`src/rtl/accum_if.sv`:
```
// Operand/result handshake bundle for the accum_32 group accumulator.
// The master drives operands and consumes results; the slave is the accumulator.
interface accum_if #(
   parameter int WIDTH = 32,
   parameter int CNT_W = 8
);
   logic             in_valid;
   logic             in_ready;
   logic [WIDTH-1:0] in_data;
   logic             in_last;
   logic             cin;
   logic             out_valid;
   logic             out_ready;
   logic [WIDTH-1:0] out_sum;
   logic             out_cout;
   logic [CNT_W-1:0] out_count;

   modport master (
      output in_valid, in_data, in_last, cin, out_ready,
      input  in_ready, out_valid, out_sum, out_cout, out_count
   );

   modport slave (
      input  in_valid, in_data, in_last, cin, out_ready,
      output in_ready, out_valid, out_sum, out_cout, out_count
   );
endinterface

```
`src/rtl/accum_32.sv`:
```
// Group accumulator: sums a stream of unsigned operands up to in_last, with a sticky
// carry-out and a saturating operand count, then holds the result until consumed.
module accum_32 #(
   parameter int WIDTH = 32,
   parameter int CNT_W = 8
) (
   input logic   clk,
   input logic   rst_n,
   accum_if.slave bus
);
   typedef enum logic [1:0] {
      IDLE  = 2'd0,
      ACCUM = 2'd1,
      DONE  = 2'd2
   } state_t;

   localparam logic [CNT_W-1:0] CNT_MAX = '1;
   localparam logic [CNT_W-1:0] CNT_ONE = CNT_W'(1);

   state_t           state_reg, state_next;
   logic [WIDTH-1:0] acc_reg, acc_next;
   logic             carry_reg, carry_next;
   logic [CNT_W-1:0] count_reg, count_next;

   logic             handshake;
   logic [WIDTH-1:0] add_a;
   logic             add_cin;
   logic [WIDTH:0]   add_res;

   assign handshake = bus.in_valid && (state_reg != DONE);

   // One shared adder: a group's first operand is added to zero plus cin,
   // every later operand to the running sum with cin ignored.
   assign add_a   = (state_reg == IDLE) ? '0 : acc_reg;
   assign add_cin = (state_reg == IDLE) ? bus.cin : 1'b0;
   assign add_res = {1'b0, add_a} + {1'b0, bus.in_data} + {{WIDTH{1'b0}}, add_cin};

   always_ff @(posedge clk or negedge rst_n) begin
      if (!rst_n) begin
         state_reg <= IDLE;
         acc_reg   <= '0;
         carry_reg <= 1'b0;
         count_reg <= '0;
      end else begin
         state_reg <= state_next;
         acc_reg   <= acc_next;
         carry_reg <= carry_next;
         count_reg <= count_next;
      end
   end

   always_comb begin
      state_next = state_reg;
      acc_next   = acc_reg;
      carry_next = carry_reg;
      count_next = count_reg;
      case (state_reg)
         IDLE: begin
            if (handshake) begin
               acc_next   = add_res[WIDTH-1:0];
               carry_next = add_res[WIDTH];
               count_next = CNT_ONE;
               state_next = bus.in_last ? DONE : ACCUM;
            end
         end
         ACCUM: begin
            if (handshake) begin
               acc_next   = add_res[WIDTH-1:0];
               carry_next = carry_reg | add_res[WIDTH];
               if (count_reg != CNT_MAX) begin
                  count_next = count_reg + CNT_ONE;
               end
               state_next = bus.in_last ? DONE : ACCUM;
            end
         end
         DONE: begin
            if (bus.out_ready) begin
               state_next = IDLE;
            end
         end
         default: state_next = IDLE;
      endcase
   end

   // Result outputs come straight from registers; no input reaches them combinationally.
   assign bus.in_ready  = (state_reg != DONE);
   assign bus.out_valid = (state_reg == DONE);
   assign bus.out_sum   = acc_reg;
   assign bus.out_cout  = carry_reg;
   assign bus.out_count = count_reg;
endmodule

```
`src/flat_wrapper.sv`:
```
// flat-port wrapper written by rule: the top's interface ports become plain ports
module accum_32_flat 
#(
   parameter int WIDTH = 32,
   parameter int CNT_W = 8
)
  (clk, rst_n, bus_in_valid, bus_in_data, bus_in_last, bus_cin, bus_out_ready, bus_in_ready, bus_out_valid, bus_out_sum, bus_out_cout, bus_out_count);
  accum_if #(.WIDTH(WIDTH), .CNT_W(CNT_W)) bus_i ();
  input logic clk;
  input logic rst_n;
  input wire logic [$bits(bus_i.in_valid)-1:0] bus_in_valid;
  input wire logic [$bits(bus_i.in_data)-1:0] bus_in_data;
  input wire logic [$bits(bus_i.in_last)-1:0] bus_in_last;
  input wire logic [$bits(bus_i.cin)-1:0] bus_cin;
  input wire logic [$bits(bus_i.out_ready)-1:0] bus_out_ready;
  output wire logic [$bits(bus_i.in_ready)-1:0] bus_in_ready;
  output wire logic [$bits(bus_i.out_valid)-1:0] bus_out_valid;
  output wire logic [$bits(bus_i.out_sum)-1:0] bus_out_sum;
  output wire logic [$bits(bus_i.out_cout)-1:0] bus_out_cout;
  output wire logic [$bits(bus_i.out_count)-1:0] bus_out_count;
  assign bus_i.in_valid = bus_in_valid;
  assign bus_i.in_data = bus_in_data;
  assign bus_i.in_last = bus_in_last;
  assign bus_i.cin = bus_cin;
  assign bus_i.out_ready = bus_out_ready;
  assign bus_in_ready = bus_i.in_ready;
  assign bus_out_valid = bus_i.out_valid;
  assign bus_out_sum = bus_i.out_sum;
  assign bus_out_cout = bus_i.out_cout;
  assign bus_out_count = bus_i.out_count;
  accum_32 #(.WIDTH(WIDTH), .CNT_W(CNT_W)) u_core (.clk(clk), .rst_n(rst_n), .bus(bus_i));
endmodule
```
`config.mk`:
```
export PLATFORM = sky130hd
export DESIGN_NAME = accum_32_flat
export DESIGN_NICKNAME = d
export VERILOG_FILES = /design/src/rtl/accum_if.sv /design/src/rtl/accum_32.sv /design/src/flat_wrapper.sv
export SDC_FILE = /design/constraint.sdc
export NUM_CORES = 1
export LEC_CHECK = 0
export ABC_AREA = 0
export BUFFER_PORTS_ARGS = -buffer_cell sky130_fd_sc_hd__buf_2
export CELL_PAD_IN_SITES_DETAIL_PLACEMENT = 0
export CELL_PAD_IN_SITES_GLOBAL_PLACEMENT = 2
export CORE_UTILIZATION = 35
export DETAILED_ROUTE_END_ITERATION = 7
export GPL_ROUTABILITY_DRIVEN = 0
export PLACE_DENSITY_LB_ADDON = 0.25
export SLEW_MARGIN = 25
export SYNTH_ARGS = -nofsm -noshare
export SYNTH_HDL_FRONTEND = slang
export SYNTH_SLANG_ARGS = --single-unit
export TNS_END_PERCENT = 100
```
`constraint.sdc`:
```
create_clock -name clk -period 7.1 [get_ports clk]
set_clock_uncertainty 0.1 [all_clocks]
set_input_delay 0.71 -clock clk [delete_from_list [all_inputs] [get_ports clk]]
set_output_delay 0.71 -clock clk [all_outputs]
set_load 0.02 [all_outputs]
```
After elaboration in Yosys (flattened, before gate mapping)

Cells that the tools add are included.
W data, S select, Z words.

Reduce and logical (&&, ||, !) cells: 8
Equal/unequal tests: 9
Add/subtract/negate cells: 3
Bitwise gates (word level): 1
Muxes and demuxes: 13

Operators with widths:

| cell                  | count |
|---|---|
| $add A32 B32 Y33      | 1 |
| $add A33 B1 Y33       | 1 |
| $mux W32              | 1 |
| $mux W8               | 3 |
| $pmux W8 S2           | 1 |
| $add A8 B1 Y8 const B | 1 |
| $ne A2 B1 Y1 const B  | 4 |
| $ne A8 B8 Y1 const B  | 1 |
| $mux W2               | 3 |
| $ne A2 B2 Y1 const B  | 2 |
| $pmux W2 S2           | 1 |
| $reduce_and A2 Y1     | 2 |
| $reduce_and A4 Y1     | 1 |
| $mux W1               | 3 |
| $reduce_and A3 Y1     | 1 |
| $eq A2 B1 Y1 const B  | 1 |
| $eq A2 B2 Y1 const B  | 1 |
| $logic_not A2 Y1      | 1 |
| $pmux W1 S2           | 1 |
| $reduce_bool A2 Y1    | 1 |
| $reduce_or A2 Y1      | 1 |
| $logic_and A1 B1 Y1   | 1 |
| $or A1 B1 Y1          | 1 |

Register bits after elaboration: 43
Output and inout port bits: 43
Input bits: 38
Word-level logic and storage cells: 38

Logic depth before layout (Yosys ltp)

Gate-level depths: netlist (run 1).

Depth after elaboration: 7
Mapped depth: 12
Depth with buffers taken out: 11

Least setup slack after synthesis (run 1)

No wires, ideal clock.

Path kind: reg2reg
Start point: register u_core.state_reg[0]
End point: register u_core.acc_reg[30] (netlist: u_core.bus.out_sum[30])
Period minus slack after synthesis: 3.369 ns
Arrival: 3.189 ns
Data required time: 6.920 ns
Cell stages (with the launch flop): 13
Path buffers: 1
Library setup time: 0.080 ns
Slack: 3.731 ns
Cells stage by stage: dfrtp_1 -> nor2_1 -> clkbuf_1 -> and2_1 -> fa_1 -> fa_1 -> a211oi_4 -> nor4_4 -> o311ai_1 -> o22ai_2 -> a41o_1 -> a211o_1 -> o211ai_2

Cells in the longest elaborated chain, start to end: 4
Elaborated cells between the ends (all ways): 10
Those cells by class: add/sub: 2; eq/ne: 2; mux: 2; reduce/logical: 4

Ends and longest elaborated chain:

| item                     | RTL line                                       | RTL |
|---|---|---|
| start: declaration       | accum_32.sv:20                                 | `state_t state_reg, state_next;` |
| start signal: assignment | accum_32.sv:45                                 | `state_reg <= state_next;` |
| $logic_not A2 Y1         | accum_32.sv:34, accum_32.sv:35, accum_32.sv:57 |  |
| $mux W32                 | accum_32.sv:34                                 | `assign add_a = (state_reg == IDLE) ? '0 : acc_reg;` |
| $add A32 B32 Y33         | accum_32.sv:36                                 | `assign add_res = {1'b0, add_a} + {1'b0, bus.in_data} + {{WIDTH{1'b0}}, add_cin};` |
| $add A33 B1 Y33          | accum_32.sv:36                                 |  |
| end signal: assignment   | accum_32.sv:46                                 | `acc_reg <= acc_next;` |
| end: declaration         | accum_32.sv:21                                 | `logic [WIDTH-1:0] acc_reg, acc_next;` |

Parallel ways exist; a longest one is shown, timed or not.
A chain may end at the register's enable or synchronous reset.

Worst setup path in the final report (run 1)

Ends and elaborated chain as after synthesis.

==> results.py, run 1 <==
metrics = {
    "outcome": {
        "status": "complete, no violations",
    },
    "route": {
        "post_drt_wl_per_cell_um": 15.5,
        "vias": 3586,
        "drc": 0,
        "firstDrtPassIters": 4,
        "drt-initial-drc-count": 113,
        "vias_per_cell": 5.33,
        "drt_wl_total_um": 10400,
        "ant_nets": 0,
    },
    "die": {
        "start_util_pct": 36.3,
        "die_height_um": 106,
        "die_w_um": 106,
        "core_um2": 10400,
        "die_area_um2": 11200,
        "io_pins": 81,
        "fp-row-count": 37,
    },
    "synthesis": {
        "postSynth.asyncResetShare_pct": 100,
        "synth_cell_type_count": 58,
        "syn-mean-instance-area_um2": 8.06,
        "synth_area_leaders": "dfrtp_1 29%, ha_1 11%, nor2b_1 6.0%",
        "synth-seq-cells": 43,
        "synth_top_flop_cell": "dfrtp_1",
        "synth_nets": 539,
        "netlist_area_um2": 3770,
        "synth_warnings": 0,
        "synthTopCellsByCount": "59 x nand2_1, 43 x dfrtp_1, 39 x a21oi_1",
        "synth_edf_count": 0,
        "netlist_instances": 467,
        "synth_most_common_cell": "nand2_1",
        "seq_area_frac_synth_pct": 28.6,
        "yosys.area.top_type": "dfrtp_1",
        "synth_top_area_share_pct": 28.6,
    },
    "critical_path": {
        "r2r-start": "u_core.state_reg[0]$_DFFE_PN0P_",
        "rr_worst_depth": 11,
        "critPathKind": "register to register",
        "critical_path_arrival_ns": 3.69,
        "crit_path_end_kind": "register",
        "worstPathRequired_ns": 7.24,
        "r2r-end": "u_core.bus.out_sum[30]$_DFFE_PN0P_",
        "rrSetupSlack_ns": 3.55,
        "cpPeakStageDelay_ns": 0.50,
        "critical_path.cell_chain": "nor2_2, buf_4, nor2b_1, fa_1, a211oi_4, nor4_4, o311ai_1, o22ai_2, a41o_1, a211o_1, o211ai_2",
        "path_max_fanout": 33,
        "slowest_stage": "fa_1",
        "worst_setup_path_start_kind": "register",
    },
    "power_and_ir_drop": {
        "p_per_area_nw_per_um2": 370,
        "vdd_drop_max_mv": 0.151,
        "p_leak_nw": 2.02,
        "power.total_mw": 1.62,
    },
    "clocking": {
        "cts_hold_buf": 0,
        "path_clk_slew_ns": 0.11,
        "cts_max_level": 2,
        "clk_latency_ns": 0.31,
        "cts_setup_buffers": 0,
        "clock_path_buffers": 2,
        "clock-root-buffer": "clkbuf_8",
        "numCtsBuffers": 5,
        "cts_sinks": 43,
        "cts_tree": "yes",
        "cts.repair.resized": 0,
    },
    "finish": {
        "final_nets": 608,
        "drive_gt1_share_pct": 19.4,
        "n_fill_cell": 1120,
        "fin_cells": 673,
        "fin_util_pct": 42.2,
        "syn2layout_area_growth_pct": 16.2,
        "num_antenna_cells": 0,
        "largest_reg_flops": 32,
    },
    "global_routing": {
        "grt.total_usage_pct": 19.7,
        "grt_max_degree": 59,
        "grt_antenna_before_repair": 0,
        "grt_pass1_vias": 3565,
        "grt_pass1_wl_um": 17700,
        "grt-ovfl-total": 0,
    },
    "timing": {
        "slew_headroom_pct": 45.9,
        "maxSlewViolCount": 0,
        "finalCritPeriodShare_pct": 50.0,
        "tns_ns": 0,
        "setup-violations-final": 0,
        "hold_viol_final": 0,
        "fmax_ghz": 0.282,
        "timing_worst_slew_pin_value_ns": 0.809,
        "rsz0062_at_grt": "no",
        "min_period_ns": 3.55,
    },
    "place": {
        "place_inst": 665,
        "place.port_buffers": 80,
        "dpl.hpwl_um": 7790,
    },
    "job": {
        "max_cap_violations": 0,
    },
    "hold_path": {
        "hold_class": "primary input to asynchronous set/reset pin",
    },
}
worst max-delay path: cells and delay by family, from the launching register on:
family / cells / cell delay (ns)
buf+inv: 1 / 0.37
simple gates: 3 / 0.38
fa+ha+maj: 1 / 0.50
flops: 1 / 0.46
compound gates: 6 / 1.65
cell families after synthesis:
logic type / after synthesis / synth area share [%]
DFF: 43 / 28.6
AOI/OAI and AO/OA: 144 / 25.0
xor gates and xnor gates: 23 / 5.35
and+or+nand+nor: 189 / 25.7
buffers and inverters: 33 / 3.39
muxes: 1 / 0.299
adders and majority gates: 34 / 11.7
final cells by class:
cell class	instances	area [um2]	area share (%)
timing repair buffer	83	425	9.72
inverter	12	45.0	1.03
tap	136	170	3.89
multi-input combinational	391	2570	58.7
clock buffer	5	68.8	1.57
sequential	43	1080	24.6
clock inverter	3	23.8	0.543
worst max-delay path by stage:
stage	from	end	cells after the start
global route	u_core.state_reg[0]$_DFFE_PN0P_	u_core.bus.out_sum[30]$_DFFE_PN0P_	11
finish	u_core.state_reg[0]$_DFFE_PN0P_	u_core.bus.out_sum[30]$_DFFE_PN0P_	11
floorplan	u_core.state_reg[0]$_DFFE_PN0P_	u_core.bus.out_sum[30]$_DFFE_PN0P_	12
global placement	bus_cin	u_core.bus.out_cout$_DFFE_PN0P_	11
detailed placement	bus_cin	u_core.bus.out_cout$_DFFE_PN0P_	11
CTS	u_core.state_reg[0]$_DFFE_PN0P_	u_core.bus.out_cout$_DFFE_PN0P_	11
cell usage in the layout, fill, tap and decap left out, drive strengths merged, types with 3 or more instances in the layout:
master,count
buf,83
nand2,59
o21ai,44
dfrtp,43
a21oi,39
nor2b,36
ha,32
nor2,25
nand3,15
xor2,15
nand4,14
inv,13
nor3,10
a21o,8
xnor2,8
a211oi,8
nand2b,7
o21a,6
o21bai,6
o211ai,6
o311ai,6
and2,5
and3,5
clkbuf,5
or4,3
a31oi,3
o31ai,3
per-layer routing:
layer  vias up  global-route usage, %  wire length (um)
met4         0                   3.27                40
met3         2                   2.66               412
met2        74                   32.3              4740
li1       1838                      -                 -
met5         -                      0                 0
met1      1672                   27.7              5240
power breakdown:
part | switching, mW | internal, mW | leakage [nW]
clock | 0.105 | 0.0707 | 0.0408
sequential | 0.0734 | 0.343 | 0.535
combinational | 0.632 | 0.398 | 1.44
metrics by stage:
stage / setup WS (ns) / hold slack [ns] / instance area (um2)
after global placement: 3.33 / 0.374 / 4280
after CTS: 3.51 / 0.327 / 4380
after global routing: 3.22 / 0.348 / 4380
final: 3.55 / 0.289 / 4380
after detailed placement: 3.32 / 0.384 / 4280
after floorplan: 3.73 / 0.314 / 3770
Power figures use the tool's default switching activity.
==> run 2, diff against run 1 <==
--- a/config.mk
+++ b/config.mk
@@ -9,7 +9,7 @@
 export BUFFER_PORTS_ARGS = -buffer_cell sky130_fd_sc_hd__buf_2
 export CELL_PAD_IN_SITES_DETAIL_PLACEMENT = 0
 export CELL_PAD_IN_SITES_GLOBAL_PLACEMENT = 2
-export CORE_UTILIZATION = 35
+export CORE_UTILIZATION = 29
 export DETAILED_ROUTE_END_ITERATION = 7
 export GPL_ROUTABILITY_DRIVEN = 0
 export PLACE_DENSITY_LB_ADDON = 0.25
==> constraint.sdc (replaced) <==
create_clock -name clk -period 2.9 [get_ports clk]
set_clock_uncertainty 0.1 [all_clocks]
set_input_delay 0.29 -clock clk [delete_from_list [all_inputs] [get_ports clk]]
set_output_delay 0.29 -clock clk [all_outputs]
set_load 0.02 [all_outputs]
==> run 2 against run 1 <==
  * The flow now finishes with violations (setup timing)
  * Power rose to 3.2 times the previous value
  * Combinational power rose to 3.4 times the previous value
  * Sequential share of layout area decreased by 5.5 points
  * Routed wire length is 17% higher
  * Critical path depth unchanged
  * Maximum frequency is 20% higher
==> results.py, run 2 (synthesis results as in run 1) <==
metrics = {
    "die": {
        "die_w_um": 116,
        "start_util_pct": 29.8,
        "die_height_um": 116,
        "die_area_um2": 13400,
        "core_um2": 12600,
        "io_pins": 81,
        "fp-row-count": 41,
    },
    "power_and_ir_drop": {
        "p_leak_nw": 2.58,
        "vdd_drop_max_mv": 0.434,
        "p_per_area_nw_per_um2": 916,
    },
    "global_routing": {
        "grt_pass1_wl_um": 19300,
        "grt_pass1_vias": 3831,
        "grt-ovfl-total": 0,
        "grt_antenna_before_repair": 0,
        "grt_max_degree": 59,
        "grt.total_usage_pct": 18.6,
    },
    "job": {
        "max_cap_violations": 0,
    },
    "finish": {
        "syn2layout_area_growth_pct": 49.6,
        "layout_common_cells": "80 x buf_2, 76 x buf_4, 56 x nand2_1",
        "fin_util_pct": 44.6,
        "num_antenna_cells": 0,
        "final_common_cell": "buf_2",
        "drive_gt1_share_pct": 41.0,
        "final_nets": 696,
        "largest_reg_flops": 32,
        "n_fill_cell": 1308,
        "fin_cells": 797,
    },
    "timing": {
        "min_period_ns": 2.95,
        "rsz0062_at_grt": "yes",
        "slew_headroom_pct": 60.2,
        "fmax_ghz": 0.339,
        "setup-violations-final": 6,
        "maxSlewViolCount": 0,
        "worst_slack_ns": -0.0469,
        "hold_slack_ns": 0.0679,
        "timing_worst_slew_pin_value_ns": 0.589,
        "finalCritPeriodShare_pct": 102,
        "tns_ns": -0.205,
        "hold_viol_final": 0,
    },
    "route": {
        "firstDrtPassIters": 4,
        "vias_per_cell": 4.96,
        "drt-initial-drc-count": 164,
        "drc": 0,
        "post_drt_wl_per_cell_um": 15.4,
        "vias": 3956,
        "drt_wl_total_um": 12300,
        "ant_nets": 0,
    },
    "critical_path": {
        "crit_path_end_kind": "register",
        "critical_path_arrival_ns": 3.08,
        "worst_setup_path_start_kind": "register",
        "critPathKind": "register to register",
        "worstPathRequired_ns": 3.03,
        "path_max_fanout": 4,
    },
    "place": {
        "dpl.hpwl_um": 9080,
        "place.port_buffers": 80,
        "place_inst": 764,
        "pre_cts_slack_ns": -0.156,
    },
    "hold_path": {
        "hold_class": "primary input to register",
    },
    "clocking": {
        "cts_tree": "yes",
        "cts_sinks": 43,
        "clk_latency_ns": 0.30,
        "path_clk_slew_ns": 0.07,
        "clock_path_buffers": 2,
        "numCtsBuffers": 5,
        "cts_max_level": 2,
        "clock-root-buffer": "clkbuf_16",
    },
    "outcome": {
        "violations": "setup timing",
        "status": "finished, violations left",
    },
}
-- run 2: final cells by class --
cell class,instances,area (um2),share of cell area [%]
multi-input cells,391,2960,52.5
repair buffers,171,1190,21.2
clock buffers,5,125,2.22
flip-flops and latches,43,1080,19.1
well taps,172,215,3.82
inverters,12,45.0,0.799
clock inverters,3,20.0,0.355
-- run 2: what timing repair did --
| item | 4_1_cts | 5_1_grt |
|---|---|---|
| cloned | 1 | 1 |
| pin swaps | 35 | 30 |
| hold buffers | 1 | 0 |
| endpoints found under the hold margin | 18 | 0 |
| buffers inserted | 10 | 12 |
| setup endpoints to repair | 14 | 20 |
| resized for setup | 41 | 47 |
-- run 2: report_power, final --
part | switching, mW | internal [mW] | total [mW]
clock | 0.279 | 0.318 | 0.597
combinational | 1.90 | 1.63 | 3.53
sequential | 0.191 | 0.842 | 1.03
total | 2.37 | 2.79 | 5.16
-- run 2: final timing paths --
path	startpoint	end	cells past startpoint	slack, ns
max in group asynchronous	rst_n	u_core.bus.out_sum[6]$_DFFE_PN0P_	3	1.64
hold / removal	bus_in_last	u_core.state_reg[0]$_DFFE_PN0P_	2	0.07
hold reg to reg	u_core.bus.out_sum[9]$_DFFE_PN0P_	u_core.bus.out_sum[9]$_DFFE_PN0P_	2	0.40
min in group asynchronous	rst_n	u_core.bus.out_sum[24]$_DFFE_PN0P_	2	0.40
setup / recovery	u_core.state_reg[1]$_DFFE_PN0P_	u_core.bus.out_sum[30]$_DFFE_PN0P_	11	-0.05
setup reg to reg	u_core.state_reg[1]$_DFFE_PN0P_	u_core.bus.out_sum[30]$_DFFE_PN0P_	11	-0.05
-- run 2: per-stage QoR --
step	total power [mW]	instance area [um2]
3_3_place_gp	3.98	4840
5_1_grt	5.55	5630
2_1_floorplan	2.89	3810
4_1_cts	4.89	5300
6_report	5.16	5630
3_5_place_dp	3.99	4840
-- run 2: per-layer routing --
layer | GRT usage [%] | vias up | routed length (um)
li1 | - | 2008 | -
met1 | 25.4 | 1869 | 5930
met2 | 30.2 | 69 | 5750
met3 | 3.50 | 10 | 458
met4 | 4.53 | 0 | 117
met5 | 0 | - | 0
-- run 2: worst max-delay path: stages, from the launching register on --
cell      delay [ns]
dfrtp_1         0.40
nor2_4          0.07
and2_4          0.14
fa_2            0.39
fa_2            0.38
a211oi_4        0.27
nor4_4          0.09
o311ai_2        0.35
o22ai_4         0.14
a41o_1          0.26
a211o_1         0.23
o211ai_2        0.06
==> run 3, diff against run 2 <==
--- a/config.mk
+++ b/config.mk
@@ -9,7 +9,8 @@
 export BUFFER_PORTS_ARGS = -buffer_cell sky130_fd_sc_hd__buf_2
 export CELL_PAD_IN_SITES_DETAIL_PLACEMENT = 0
 export CELL_PAD_IN_SITES_GLOBAL_PLACEMENT = 2
-export CORE_UTILIZATION = 29
+export CORE_UTILIZATION = 30
+export CTS_BUF_LIST = sky130_fd_sc_hd__clkbuf_8
 export DETAILED_ROUTE_END_ITERATION = 7
 export GPL_ROUTABILITY_DRIVEN = 0
 export PLACE_DENSITY_LB_ADDON = 0.25
==> run 3 against run 2 <==
  * The flow still finishes with violations (setup timing)
  * Design area is 5.0% lower
  * Hold slack worse by 0.017 ns
  * Global-route usage grew 0.33 points
  * Register-to-register slack hardly changed
  * Critical endpoint is now u_core.bus.out_cout$_DFFE_PN0P_
  * Largest cell class unchanged
==> results.py, run 3 (synthesis results as in run 1) <==
metrics = {
    "place": {
        "dpl.hpwl_um": 9040,
        "place.port_buffers": 80,
        "placed_cell_area_um2": 4810,
    },
    "critical_path": {
        "critical_path_arrival_ns": 3.08,
        "critPathKind": "register to register",
        "worst_setup_path_start_kind": "register",
        "crit_path_end_kind": "register",
        "worstPathRequired_ns": 3.03,
        "path_max_fanout": 4,
    },
    "die": {
        "core_um2": 12100,
        "io_pins": 81,
        "die_area_um2": 13000,
        "die_height_um": 114,
        "start_util_pct": 31.1,
        "fp-row-count": 40,
        "die_w_um": 114,
    },
    "power_and_ir_drop": {
        "p_clk_share_pct": 10.9,
        "p_per_area_nw_per_um2": 904,
        "seq_power_share_pct": 21.2,
        "switching_share_pct": 47.1,
        "p_sw_mw": 2.28,
        "p_leak_nw": 2.43,
        "p_int_mw": 2.56,
        "power.total_mw": 4.84,
        "vdd_drop_max_mv": 0.382,
        "p_comb_share_pct": 68.0,
    },
    "route": {
        "firstDrtPassIters": 4,
        "drt-initial-drc-count": 113,
        "ant_nets": 0,
        "drc": 0,
        "drt_wl_total_um": 12000,
        "vias_per_cell": 4.99,
        "post_drt_wl_per_cell_um": 15.4,
        "vias": 3880,
    },
    "timing": {
        "timing_worst_slew_pin_value_ns": 0.559,
        "maxSlewViolCount": 0,
        "slew_headroom_pct": 62.3,
        "worst_slack_ns": -0.0476,
        "hold_slack_ns": 0.0511,
        "setup-violations-final": 6,
        "hold_viol_final": 0,
        "rsz0062_at_grt": "yes",
        "finalCritPeriodShare_pct": 102,
        "fmax_ghz": 0.339,
        "tns_ns": -0.185,
        "min_period_ns": 2.95,
    },
    "global_routing": {
        "grt_pass1_vias": 3800,
        "grt-ovfl-total": 0,
        "grt_max_degree": 59,
        "use_met1_pct": 25.7,
        "grtUsageMet2_pct": 30.9,
        "grt_antenna_before_repair": 0,
        "gr-max-usage-layer": "met2",
        "met3_usage_pct": 2.98,
        "grt_pass1_wl_um": 19200,
        "grt.total_usage_pct": 18.9,
    },
    "finish": {
        "final_common_cell": "buf_2",
        "final_nets": 680,
        "layout_common_cells": "80 x buf_2, 66 x buf_4, 58 x nand2_1",
        "num_antenna_cells": 0,
        "largest_reg_flops": 32,
        "regArea_um2": 1080,
        "drive_gt1_share_pct": 36.6,
        "final_cell_area_um2": 5360,
        "multi_input_comb_area_um2": 2890,
        "n_fill_cell": 1272,
        "syn2layout_area_growth_pct": 42.2,
    },
    "clocking": {
        "clock_path_buffers": 2,
        "numCtsBuffers": 5,
        "cts_sinks": 43,
        "clock-root-buffer": "clkbuf_8",
        "clk_latency_ns": 0.33,
        "cts_max_level": 2,
        "path_clk_slew_ns": 0.09,
        "cts_tree": "yes",
    },
    "outcome": {
        "violations": "setup timing",
        "status": "finished, violations left",
    },
    "job": {
        "max_cap_violations": 0,
    },
    "hold_path": {
        "hold_class": "primary input to register",
    },
}
-- run 3: power groups by stage --
stage	sequential, mW	clock [mW]	combinational, mW
after floorplan	1.30	0	1.59
after global placement	1.04	0	2.91
after detailed placement	1.04	0	2.93
after CTS	1.03	0.552	3.08
after global routing	1.06	0.572	3.60
final	1.02	0.525	3.29
-- run 3: metrics by stage --
step / cells / utilization (%) / setup slack, ns
floorplan: 467 / - / -0.221
global placement: 756 / 39.7 / -0.113
detailed placement: 756 / 39.7 / -0.196
CTS: 770 / 42.1 / -0.148
global route: 777 / 44.2 / -0.191
finish: 777 / 44.2 / -0.0476
-- run 3: routing by layer --
layer,part of all wire [%],wire [um]
met3,2.8,330
met2,47,5600
met4,1.1,128
met1,49,5940
met5,0,0
-- run 3: area by class of cell --
| class | instances | area share (%) |
|---|---|---|
| clock buffers | 5 | 1.29 |
| clock inverters | 3 | 0.888 |
| inverters | 12 | 0.841 |
| multi-input cells | 391 | 53.9 |
| flip-flops and latches | 43 | 20.1 |
| well taps | 168 | 3.93 |
| repair buffers | 155 | 19.0 |
-- run 3: critical path, stage by stage (launching register included) --
cell,delay [ns]
dfrtp_1,0.40
nor2_4,0.07
and2_4,0.14
fa_2,0.41
fa_2,0.40
a211oi_4,0.28
nor4_4,0.09
o31ai_4,0.33
o311ai_2,0.14
a21oi_2,0.21
o21ai_1,0.09
a22o_1,0.18
-- run 3: what timing repair did --
action / in CTS / in global routing
hold endpoints to repair: 12 / 0
hold buffers: 1 / 0
gates resized for setup: 26 / 38
setup buffers: 5 / 6
pin swaps: 20 / 31
endpoints found under the setup margin: 15 / 21
cloned: 0 / 1
-- run 3: worst paths after layout --
path | start | endpoint | slack (ns) | cells after the start
min in group asynchronous | rst_n | u_core.bus.out_sum[21]$_DFFE_PN0P_ | 0.29 | 2
hold / removal | bus_in_last | u_core.state_reg[0]$_DFFE_PN0P_ | 0.05 | 2
max in group asynchronous | rst_n | u_core.state_reg[0]$_DFFE_PN0P_ | 1.84 | 3
setup reg to reg | u_core.state_reg[1]$_DFFE_PN0P_ | u_core.bus.out_cout$_DFFE_PN0P_ | -0.05 | 11
setup / recovery | u_core.state_reg[1]$_DFFE_PN0P_ | u_core.bus.out_cout$_DFFE_PN0P_ | -0.05 | 11
hold reg to reg | u_core.bus.out_sum[14]$_DFFE_PN0P_ | u_core.bus.out_sum[14]$_DFFE_PN0P_ | 0.40 | 2
